$ cat src/rtl/i2c_pkg.sv
// Shared constants for the I2C line front end.
// Defaults for synchroniser depth and glitch-filter persistence, plus the filter counter width.
package i2c_pkg;

    localparam int I2C_SYNC_STAGES_DEF   = 2;
    localparam int I2C_FILTER_CYCLES_DEF = 5;
    localparam int I2C_FILT_CNT_W        = 5;

    typedef logic [I2C_FILT_CNT_W-1:0] filt_cnt_t;

endpackage

$ cat src/rtl/i2c_glitch_filter.sv
// One I2C line: synchroniser chain, persistence filter, registered edge pulses.
// Latency SYNC_STAGES+FILTER_CYCLES edges from pin to filt; no backpressure.
module i2c_glitch_filter
    import i2c_pkg::*;
#(
    parameter int SYNC_STAGES   = I2C_SYNC_STAGES_DEF,
    parameter int FILTER_CYCLES = I2C_FILTER_CYCLES_DEF
) (
    input  logic clk100,
    input  logic reset,
    input  logic pin,
    output logic filt,
    output logic rise,
    output logic fall,
    output logic settled
);

    localparam filt_cnt_t CNT_LAST = filt_cnt_t'(FILTER_CYCLES - 1);

    logic [SYNC_STAGES-1:0] sync_q, sync_d;
    filt_cnt_t              cnt_q, cnt_d;
    logic                   filt_q, filt_d;
    logic                   rise_q, rise_d;
    logic                   fall_q, fall_d;
    logic                   mismatch;

    always_comb begin
        sync_d   = {sync_q[SYNC_STAGES-2:0], pin};
        mismatch = sync_q[SYNC_STAGES-1] ^ filt_q;
        filt_d   = filt_q;
        cnt_d    = '0;
        // Toggle on the FILTER_CYCLES-th consecutive mismatch; any match restarts the count.
        if (mismatch) begin
            if (cnt_q == CNT_LAST) begin
                filt_d = ~filt_q;
            end else begin
                cnt_d = cnt_q + 1'b1;
            end
        end
        rise_d = filt_d & ~filt_q;
        fall_d = ~filt_d & filt_q;
    end

    always_ff @(posedge clk100) begin
        if (!reset) begin
            sync_q <= '1;
            cnt_q  <= '0;
            filt_q <= 1'b1;
            rise_q <= 1'b0;
            fall_q <= 1'b0;
        end else begin
            sync_q <= sync_d;
            cnt_q  <= cnt_d;
            filt_q <= filt_d;
            rise_q <= rise_d;
            fall_q <= fall_d;
        end
    end

    assign filt    = filt_q;
    assign rise    = rise_q;
    assign fall    = fall_q;
    assign settled = ~mismatch;

endmodule

$ cat src/rtl/i2c_line_filter.sv
// Filtered SCL/SDA with START, repeated START, STOP detection and bus-busy tracking.
// Condition pulses coincide with the qualifying sda_f change; busy follows one cycle later; no backpressure.
module i2c_line_filter
    import i2c_pkg::*;
#(
    parameter int SYNC_STAGES   = I2C_SYNC_STAGES_DEF,
    parameter int FILTER_CYCLES = I2C_FILTER_CYCLES_DEF
) (
    input  logic clk100,
    input  logic reset,
    input  logic ck_scl,
    input  logic ck_sda,
    output logic scl_f,
    output logic sda_f,
    output logic scl_rise,
    output logic scl_fall,
    output logic start_det,
    output logic rep_start_det,
    output logic stop_det,
    output logic bus_busy
);

    localparam logic [2:0] HOLD_LAST = 3'(SYNC_STAGES);

    logic       sda_rise, sda_fall;
    logic       scl_settled, sda_settled;
    logic       scl_steady_hi;
    logic [2:0] hold_q, hold_d;
    logic       armed_q, armed_d;
    logic       bus_busy_q, bus_busy_d;

    i2c_glitch_filter #(
        .SYNC_STAGES  (SYNC_STAGES),
        .FILTER_CYCLES(FILTER_CYCLES)
    ) u_scl_filt (
        .clk100 (clk100),
        .reset  (reset),
        .pin    (ck_scl),
        .filt   (scl_f),
        .rise   (scl_rise),
        .fall   (scl_fall),
        .settled(scl_settled)
    );

    i2c_glitch_filter #(
        .SYNC_STAGES  (SYNC_STAGES),
        .FILTER_CYCLES(FILTER_CYCLES)
    ) u_sda_filt (
        .clk100 (clk100),
        .reset  (reset),
        .pin    (ck_sda),
        .filt   (sda_f),
        .rise   (sda_rise),
        .fall   (sda_fall),
        .settled(sda_settled)
    );

    // Conditions stay disarmed until the sync chains hold real samples and both
    // filters agree with them, so the reset-to-first-level move never reads as START/STOP.
    always_comb begin
        hold_d  = hold_q;
        if (hold_q != HOLD_LAST) begin
            hold_d = hold_q + 3'd1;
        end
        armed_d = armed_q | ((hold_q == HOLD_LAST) & scl_settled & sda_settled);
    end

    assign scl_steady_hi = scl_f & ~scl_rise & ~scl_fall;
    assign start_det     = armed_q & scl_steady_hi & sda_fall;
    assign stop_det      = armed_q & scl_steady_hi & sda_rise;
    assign rep_start_det = start_det & bus_busy_q;

    always_comb begin
        bus_busy_d = bus_busy_q;
        if (start_det) begin
            bus_busy_d = 1'b1;
        end else if (stop_det) begin
            bus_busy_d = 1'b0;
        end
    end

    always_ff @(posedge clk100) begin
        if (!reset) begin
            hold_q     <= '0;
            armed_q    <= 1'b0;
            bus_busy_q <= 1'b0;
        end else begin
            hold_q     <= hold_d;
            armed_q    <= armed_d;
            bus_busy_q <= bus_busy_d;
        end
    end

    assign bus_busy = bus_busy_q;

endmodule

$ cat config.mk
export PLATFORM = sky130hd
export DESIGN_NAME = i2c_line_filter
export DESIGN_NICKNAME = d
export VERILOG_FILES = /design/src/rtl/i2c_pkg.sv /design/src/rtl/i2c_glitch_filter.sv /design/src/rtl/i2c_line_filter.sv
export SDC_FILE = /design/constraint.sdc
export NUM_CORES = 1
export LEC_CHECK = 0
export CORE_ASPECT_RATIO = 0.7
export CORE_MARGIN = 8
export CORE_UTILIZATION = 47
export DETAILED_ROUTE_END_ITERATION = 8
export PLACE_DENSITY = 0.72
export SLEW_MARGIN = 20
export SYNTH_ARGS = -nofsm -noshare
export SYNTH_HDL_FRONTEND = slang
export SYNTH_HIERARCHICAL = 1
export SYNTH_SLANG_ARGS = --single-unit
$ cat constraint.sdc
create_clock -name clk100 -period 1.6 [get_ports clk100]
set_clock_uncertainty 0.2 [all_clocks]
set_input_delay 0.16 -clock clk100 [delete_from_list [all_inputs] [get_ports clk100]]
set_output_delay 0.16 -clock clk100 [all_outputs]
set_load 0.02 [all_outputs]
* Word level (Yosys, flattened, before mapping)
Cells that the tools add are included.
W data, S select, Z words.
** Cells by class
- Add/sub/neg operators :: 3
- $mul :: 0
- Div/mod/pow operators :: 0
- Order comparisons :: 0
- Equal/unequal tests :: 4
- Shift-type cells :: 0
- Muxes and demuxes :: 6
- Bitwise gates (word level) :: 24
- Reduce and logical (&&, ||, !) cells :: 3
** Operator list (number)
- $and A1 B1 Y1 :: 12
- $add A5 B1 Y5 const B :: 2
- $eq A5 B3 Y1 const B :: 2
- $not A1 Y1 :: 9
- $mux W1 :: 6
- $reduce_or A3 Y1 :: 2
- $add A3 B1 Y3 const B :: 1
- $eq A3 B2 Y1 const B :: 1
- $ne A3 B2 Y1 const B :: 1
- $reduce_bool A2 Y1 :: 1
- $xor A1 B1 Y1 :: 2
- $or A1 B1 Y1 :: 1
** Storage, ports and cells
- Register bits after elaboration :: 25
- Bits in latches :: 0
- Memory bits (writable) :: 0
- ROM bits :: 0
- Input bits :: 4
- Logic and storage cells :: 53
- Memories :: 0

* Logic depth before layout (Yosys ltp)
Gate-level depths: netlist of run 1.
- Depth in word-level cells :: 7
- Gate-level depth with buffers :: 5
- Depth with buffers taken out :: 5

* By module
The synthesis of run 1 kept the hierarchy.
** Modules (own cells, without submodules)
- i2c_glitch_filter :: times used 2, cells each 35, area each 372.9 um^2
- i2c_line_filter :: times used 1, cells each 25, area each 265.3 um^2

* Worst setup path after synthesis of run 1
No wires, ideal clock.
- Path kind :: register to register
- Start :: register u_scl_filt.cnt_q[0]
- End :: register u_scl_filt.cnt_q[2]
- Arrival time :: 1.251 ns
- Data required time :: 1.336 ns
- Setup slack :: 0.085 ns
- Stages on the path, launching flop included :: 6
- Buffers on the path :: 0
- Period minus slack after synthesis :: 1.515 ns
- Cells stage by stage :: dfxtp_1 inv_1 ha_1 and4bb_4 or3b_4 nor2_1
** Between the ends
- Cells in the longest elaborated chain, start to end :: 2
- Elaborated cells between the ends (all ways) :: 3
- Those cells by class :: 1 x add/sub; 1 x eq/ne; 1 x reduce/logical
** Ends and longest elaborated chain
- start: declaration :: RTL line i2c_glitch_filter.sv:21 : filt_cnt_t cnt_q, cnt_d;
- start signal: assignment :: RTL line i2c_glitch_filter.sv:53 : cnt_q <= cnt_d;
- parallel branches: the longest is 2 deep, another holds $add A5 B1 Y5
Several ways; the timed one is not identified.
A chain may end at the register's enable or synchronous reset.

* Final worst setup path of run 1
- Start :: register u_scl_filt.fall_q, in the netlist u_scl_filt/fall
- End :: output port rep_start_det
** Between the ends
- Cells in the longest elaborated chain, start to end :: 5
** Ends and longest elaborated chain
- start: declaration :: RTL line i2c_glitch_filter.sv:24 : logic fall_q, fall_d;
- start signal: assignment :: RTL line i2c_glitch_filter.sv:56 : fall_q <= fall_d;
- $not A1 Y1 :: RTL line i2c_line_filter.sv:68 : assign scl_steady_hi = scl_f & ~scl_rise & ~scl_fall;
- $and A1 B1 Y1 :: RTL line i2c_line_filter.sv:68
- $and A1 B1 Y1 (2 in series) :: RTL line i2c_line_filter.sv:69 : assign start_det = armed_q & scl_steady_hi & sda_fall;
- $and A1 B1 Y1 :: RTL line i2c_line_filter.sv:71 : assign rep_start_det = start_det & bus_busy_q;
- end: declaration :: RTL line i2c_line_filter.sv:18 : output logic rep_start_det,
No other way between the ends.

==> run summary, run 1 <==
Max-cap violations: 0
Placed Area: 1230 sq um
Crit. End Element: output pin
Footprint of the multi-input gates: 520 sq um
Setup-failing EPs final: 1
CTS tree: built
Post-DRT Antenna Nets: 0
Starting Density: 48.5%
Sink Count: 25
Max VDD drop: 791 uV
CP peak stage delay: 0.34 ns
Nets: 137
Cell Count, Final, Fillers Out: 150
Yosys warns: 6
Min cycle time layout: 1.62 ns
Ant. Diodes: 0
Dpl cells: 141
Vias in the first global route: 667
Synth Cell Area: 1010 sq um
Critical path's slowest cell: dfxtp_2
CTS Hold Bufs: 0
Fill cells: 171
FF-to-FF Start: u_sda_filt/cnt_q[1]
CP bufs+invs: 1
Synthesized net count: 105
Worst-path clk slew: 0.13 ns
Grt ovf: 0
Synth Instances: 95
Ratio of cells with drive above 1 in the final layout: 39.7%
DRC: 0
Hold Fails Final Rpt: 0
Status: finished with violations
Worst min path class: in2reg
Worst Max-Slew Pin Slew: 0.228 ns
Slew HR: 84.7%
Stages on worst setup path: 3
WL per Instance: 11.7 microns
First-pass GRT wire length: 2850 microns
Flop-to-flop setup slack: 0.04 ns
HP Start: ck_scl
Pre-CTS setup slack: -0.133 ns
Sequential area share after synthesis: 49.5%
RSZ-0062 raised after global routing: true
Number of synthesized register bits: 25
Worst flop-to-flop path endpoint: u_sda_filt/cnt_q[3]
Worst-case clock buffer depth: 2
DP Wirelength: 1290 microns
Critical path class: reg2out
Die width: 71.4 microns
Max Clock Freq: 618 MHz
CP required: 1.24 ns
Post-layout util: 64.3%
Tot Pwr: 1.13 mW
CP Launch Type: flop
Clk Latency, worst-skew pair: 0.31 ns
Pwr dens: 846 nW/um^2
Core ar.: 2080 sq um
Fin. max-slew vios: 0
Largest net degree at the start of global routing: 16
Cells along the critical path: and4bb_2 > and3_4 > buf_6
R2R cell count: 5
Final Worst Setup Slack: -0.0171 ns
Ports: 12
Gr usage total: 9.54%
Pleak: 0.532 nW
Max FO, Critical Path: 3
Hold Crit Endpoint: u_scl_filt/sync_q[0]
Final period util: 101%
P&R area growth vs syn: 32.5%
Final wirelength: 1760 microns
Netlist cell types: 22
Antenna violations before repair: 0
H-tree depth: 1
GPL Wtd Cong: 0.774
Via count: 705
Die H: 54.8 microns
Syn Area/Cell: 10.6 sq um
Final instance area: 1340 sq um
Initial detailed-routing violation count: 11
CTS buffer count: 3
Root buf cell: clkbuf_4
Final setup TNS: -0.0171 ns
I/O Buffers: 11
Num rows: 14
Hold_ws: 0.193 ns
Storage cell area: 507 sq um
WP data arrival: 1.26 ns
Vias per cell: 4.70
Critical path's top delay family: simple AND/OR/NAND/NOR gates
Full die area: 3920 sq um
Pre-antenna DRT Iters: 4
Hold path depth: 2
Failing checks: setup timing
area by class of cell:
cell class	instances	area share (%)
inverter	7	1.96
clock inverter	1	0.560
clock buffer	3	1.68
sequential	25	37.8
tap	24	2.24
timing repair buffer	27	16.9
multi-input combinational	63	38.8
cell families (layout without fill, tap and decap cells):
group / count (synthesis) / in the layout / synth area share [%]
AO/OA/AOI/OAI: 4 / 4 / 3.59
XOR/XNOR: 9 / 9 / 7.80
buffers and inverters: 7 / 38 / 2.60
AND/OR/NAND/NOR: 42 / 42 / 27.1
multiplexers: 2 / 2 / 1.98
adder cells (fa/ha/maj): 6 / 6 / 7.43
flip-flops: 25 / 25 / 49.5
power breakdown:
| part | total, mW | internal, mW | switching (mW) |
|---|---|---|---|
| clock | 0.278 | 0.0955 | 0.182 |
| sequential | 0.691 | 0.661 | 0.0299 |
| combinational | 0.165 | 0.0985 | 0.0666 |
| total | 1.13 | 0.855 | 0.279 |
synthesized netlist by cell type:
cell type,count,share of area (%)
xnor2_1,5,4.3
nand3_1,4,2.0
mux2i_1,2,2.0
and2_4,2,1.7
or3b_4,2,2.2
nand2_1,5,1.9
xor2_1,4,3.5
o21a_1,2,1.5
and2_1,2,1.2
inv_1,7,2.6
nor2_1,11,4.1
nor2b_1,2,1.2
nor2b_4,1,1.4
nor3b_1,5,3.7
dfxtp_1,25,50
and4bb_4,2,3.2
ha_1,6,7.4
o2bb2ai_2,1,1.5
nand2b_1,4,2.5
a31oi_1,1,0.62
and3_2,1,0.74
and4bb_1,1,1.2
metal layers:
| layer | vias up | GRT usage [%] | share of wire [%] |
|---|---|---|---|
| li1 | 372 | - | - |
| met1 | 316 | 11.4 | 49 |
| met2 | 15 | 14.9 | 44 |
| met3 | 2 | 5.30 | 6.4 |
| met4 | 0 | 2.05 | 0.80 |
| met5 | - | 0 | 0 |
how the worst max path moves through the flow:
stage,from,end
after floorplan,u_scl_filt/cnt_q[0],u_scl_filt/cnt_q[2]
after global placement,u_scl_filt/fall,rep_start_det
after detailed placement,u_scl_filt/fall,rep_start_det
after CTS,u_scl_filt/rise,rep_start_det
after global routing,u_scl_filt/fall,rep_start_det
final,u_scl_filt/fall,rep_start_det
flip-flops by register name, indices dropped and copies added, names as in the netlist:
name,cells
u_scl_filt/cnt_q,5
u_sda_filt/cnt_q,5
hold_q,3
u_scl_filt/sync_q,2
u_sda_filt/sync_q,2
armed_q,1
bus_busy,1
u_scl_filt/fall,1
u_scl_filt/filt,1
u_scl_filt/rise,1
u_sda_filt/fall,1
u_sda_filt/filt,1
u_sda_filt/rise,1
placed cells by master (no fill, tap or decap):
| cell type | Yosys | layout |
|---|---|---|
| a31oi_1 | 1 | 1 |
| and2_1 | 2 | 2 |
| and2_4 | 2 | 2 |
| and3_4 | 0 | 1 |
| and4bb_2 | 0 | 1 |
| and4bb_4 | 2 | 2 |
| buf_4 | 0 | 17 |
| buf_6 | 0 | 3 |
| clkbuf_4 | 0 | 3 |
| clkdlybuf4s50_1 | 0 | 3 |
| clkinvlp_4 | 0 | 1 |
| dfxtp_1 | 25 | 20 |
| dfxtp_2 | 0 | 5 |
| dlygate4sd2_1 | 0 | 4 |
| ha_1 | 6 | 4 |
| ha_2 | 0 | 1 |
| ha_4 | 0 | 1 |
| inv_1 | 7 | 5 |
| inv_2 | 0 | 2 |
| mux2i_1 | 2 | 2 |
| nand2_1 | 5 | 5 |
| nand2b_1 | 4 | 4 |
| nand3_1 | 4 | 4 |
| nor2_1 | 11 | 4 |
| nor2_2 | 0 | 7 |
| nor2b_1 | 2 | 2 |
| nor2b_4 | 1 | 1 |
| nor3b_1 | 5 | 5 |
| o21a_1 | 2 | 2 |
| o2bb2ai_2 | 1 | 1 |
| or3b_4 | 2 | 2 |
| xnor2_1 | 5 | 5 |
| xor2_1 | 4 | 4 |
repair_timing:
item,4_1_cts,5_1_grt
pin swaps,1,11
setup buffers,0,5
endpoints found under the setup margin,8,13
resized for setup,20,23
(Power assumes the default switching activity.)
==> run 2: changes to the inputs <==
- SLEW_MARGIN: 20 -> 10
==> results of run 2 <==
Same layout as run 1: the final DEF is identical, and so are final timing and power.
==> run 3: changes to the inputs <==
- TNS_END_PERCENT: not set -> 1
==> run 3 against run 2 <==
The flow still finishes with violations (setup timing). Sequential power about the same. Combinational power about the same. Routed wire length decreased by 7.2%. Worst setup slack is essentially flat. Hold slack got worse by 0.0016 ns. First-iteration DRC count shrank 55%. Cell area down 3.8%. Sequential cell count unchanged. Clock power hardly changed. Power fell by 0.11%.
==> run summary, run 3 (synthesis gave the netlist of run 1 again) <==
Commonest cells after routing, fill and taps aside: dfxtp_1 (20), buf_4 (14), inv_1 (7), nor2_1 (7)
CTS buffer count: 3
CP required: 1.24 ns
R2R cell count: 5
FF-to-FF Start: u_sda_filt/cnt_q[1]
Vias per cell: 4.73
Worst Max-Slew Pin Slew: 0.207 ns
Grt ovf: 0
P&R area growth vs syn: 27.5%
Cell Count, Final, Fillers Out: 146
RSZ-0062 raised after global routing: true
Worst-path clk slew: 0.13 ns
Dpl cells: 141
Starting Density: 48.5%
Final Worst Setup Slack: -0.0174 ns
Flop-to-flop setup slack: 0.04 ns
Ant. Diodes: 0
Worst-case clock buffer depth: 2
Max FO, Critical Path: 3
CP bufs+invs: 1
Antenna violations before repair: 0
Critical path's top delay family: simple AND/OR/NAND/NOR gates
Root buf cell: clkbuf_4
Worst flop-to-flop path endpoint: u_sda_filt/cnt_q[0]
Vias in the first global route: 668
Slew HR: 86.1%
Storage cell area: 507 sq um
Worst min path class: in2reg
Setup-failing EPs final: 1
Final wirelength: 1630 microns
Final period util: 101%
WP data arrival: 1.26 ns
DP Wirelength: 1290 microns
Fill cells: 174
I/O Buffers: 11
CP Launch Type: flop
Ports: 12
Status: finished with violations
CP peak stage delay: 0.34 ns
Post-DRT Antenna Nets: 0
Crit. End Element: output pin
Clk Latency, worst-skew pair: 0.31 ns
Sink Count: 25
Pleak: 0.506 nW
Pre-antenna DRT Iters: 4
Ratio of cells with drive above 1 in the final layout: 33.6%
Die width: 71.4 microns
Critical path class: reg2out
Stages on worst setup path: 3
Num rows: 14
Post-layout util: 61.8%
Core ar.: 2080 sq um
Footprint of the multi-input gates: 500 sq um
Critical path's slowest cell: dfxtp_2
Setup crit start: u_scl_filt/fall
GPL Wtd Cong: 0.774
Initial detailed-routing violation count: 5
Min cycle time layout: 1.62 ns
Worst setup endpoint: rep_start_det
H-tree depth: 1
Full die area: 3920 sq um
Max Clock Freq: 618 MHz
Fin. max-slew vios: 0
Final setup TNS: -0.0174 ns
WL per Instance: 11.2 microns
CTS tree: built
CTS Hold Bufs: 0
Max VDD drop: 797 uV
Gr usage total: 9.54%
Nets: 133
Tot Pwr: 1.13 mW
Hold_ws: 0.192 ns
Max-cap violations: 0
Pwr dens: 879 nW/um^2
Cells along the critical path: and4bb_2 > and3_4 > buf_6
Top flop regs: u_scl_filt/cnt_q x5, u_sda_filt/cnt_q x5, hold_q x3
DRC: 0
Failing checks: setup timing
Largest net degree at the start of global routing: 16
Die H: 54.8 microns
Commonest non-fill, non-tap cell in the layout: dfxtp_1
Via count: 691
First-pass GRT wire length: 2850 microns
Hold Fails Final Rpt: 0
## run 3: changes by cell type in the layout (fill, tap and decap cells not counted), sizes merged
cell	before	now
dlygate4sd2	4	3
buf	20	17
## run 3: cell type report
| class | instances | area share, % |
|---|---|---|
| clock inverters | 1 | 0.583 |
| repair buffers | 23 | 15.1 |
| multi-input cells | 63 | 38.8 |
| inverters | 7 | 2.04 |
| well taps | 24 | 2.33 |
| flip-flops and latches | 25 | 39.3 |
| clock buffers | 3 | 1.75 |
## run 3: worst min path at each step
stage	startpoint	end	slack, ns	cells after the start
after CTS	ck_scl	u_scl_filt/sync_q[0]	0.19	2
after global placement	u_scl_filt/sync_q[0]	u_scl_filt/sync_q[1]	0.19	1
after floorplan	reset	u_scl_filt/filt	0.02	1
final	ck_scl	u_scl_filt/sync_q[0]	0.19	2
after global routing	ck_scl	u_scl_filt/sync_q[0]	0.19	2
after detailed placement	u_scl_filt/sync_q[0]	u_scl_filt/sync_q[1]	0.19	1
## run 3: stage by stage
stage / worst slack, ns / area (sq um)
after floorplan: 0.0851 / 1010
after global placement: -0.114 / 1230
after detailed placement: -0.133 / 1230
after CTS: -0.133 / 1250
after global routing: -0.0806 / 1290
final: -0.0174 / 1290
## run 3: where the power goes
group | internal, mW | switching [mW]
Clock | 0.0955 | 0.184
Combinational | 0.0975 | 0.0651
Sequential | 0.661 | 0.0298
Total | 0.854 | 0.279
## run 3: routing by layer
layer	global-route usage, %	routed length, microns	part of all wire, %	up-vias
met5	0	0	0	-
met2	14.9	669	41	15
met1	11.4	836	51	310
li1	-	-	-	364
met3	5.30	114	7.0	2
met4	2.05	13	0.80	0
## run 3: what timing repair did
action                                  CTS  global route
endpoints found under the setup margin    8            13
resized for setup                        18            17
pin swaps                                 1             6
hold endpoints to repair                  0             0
setup buffers                             0             1
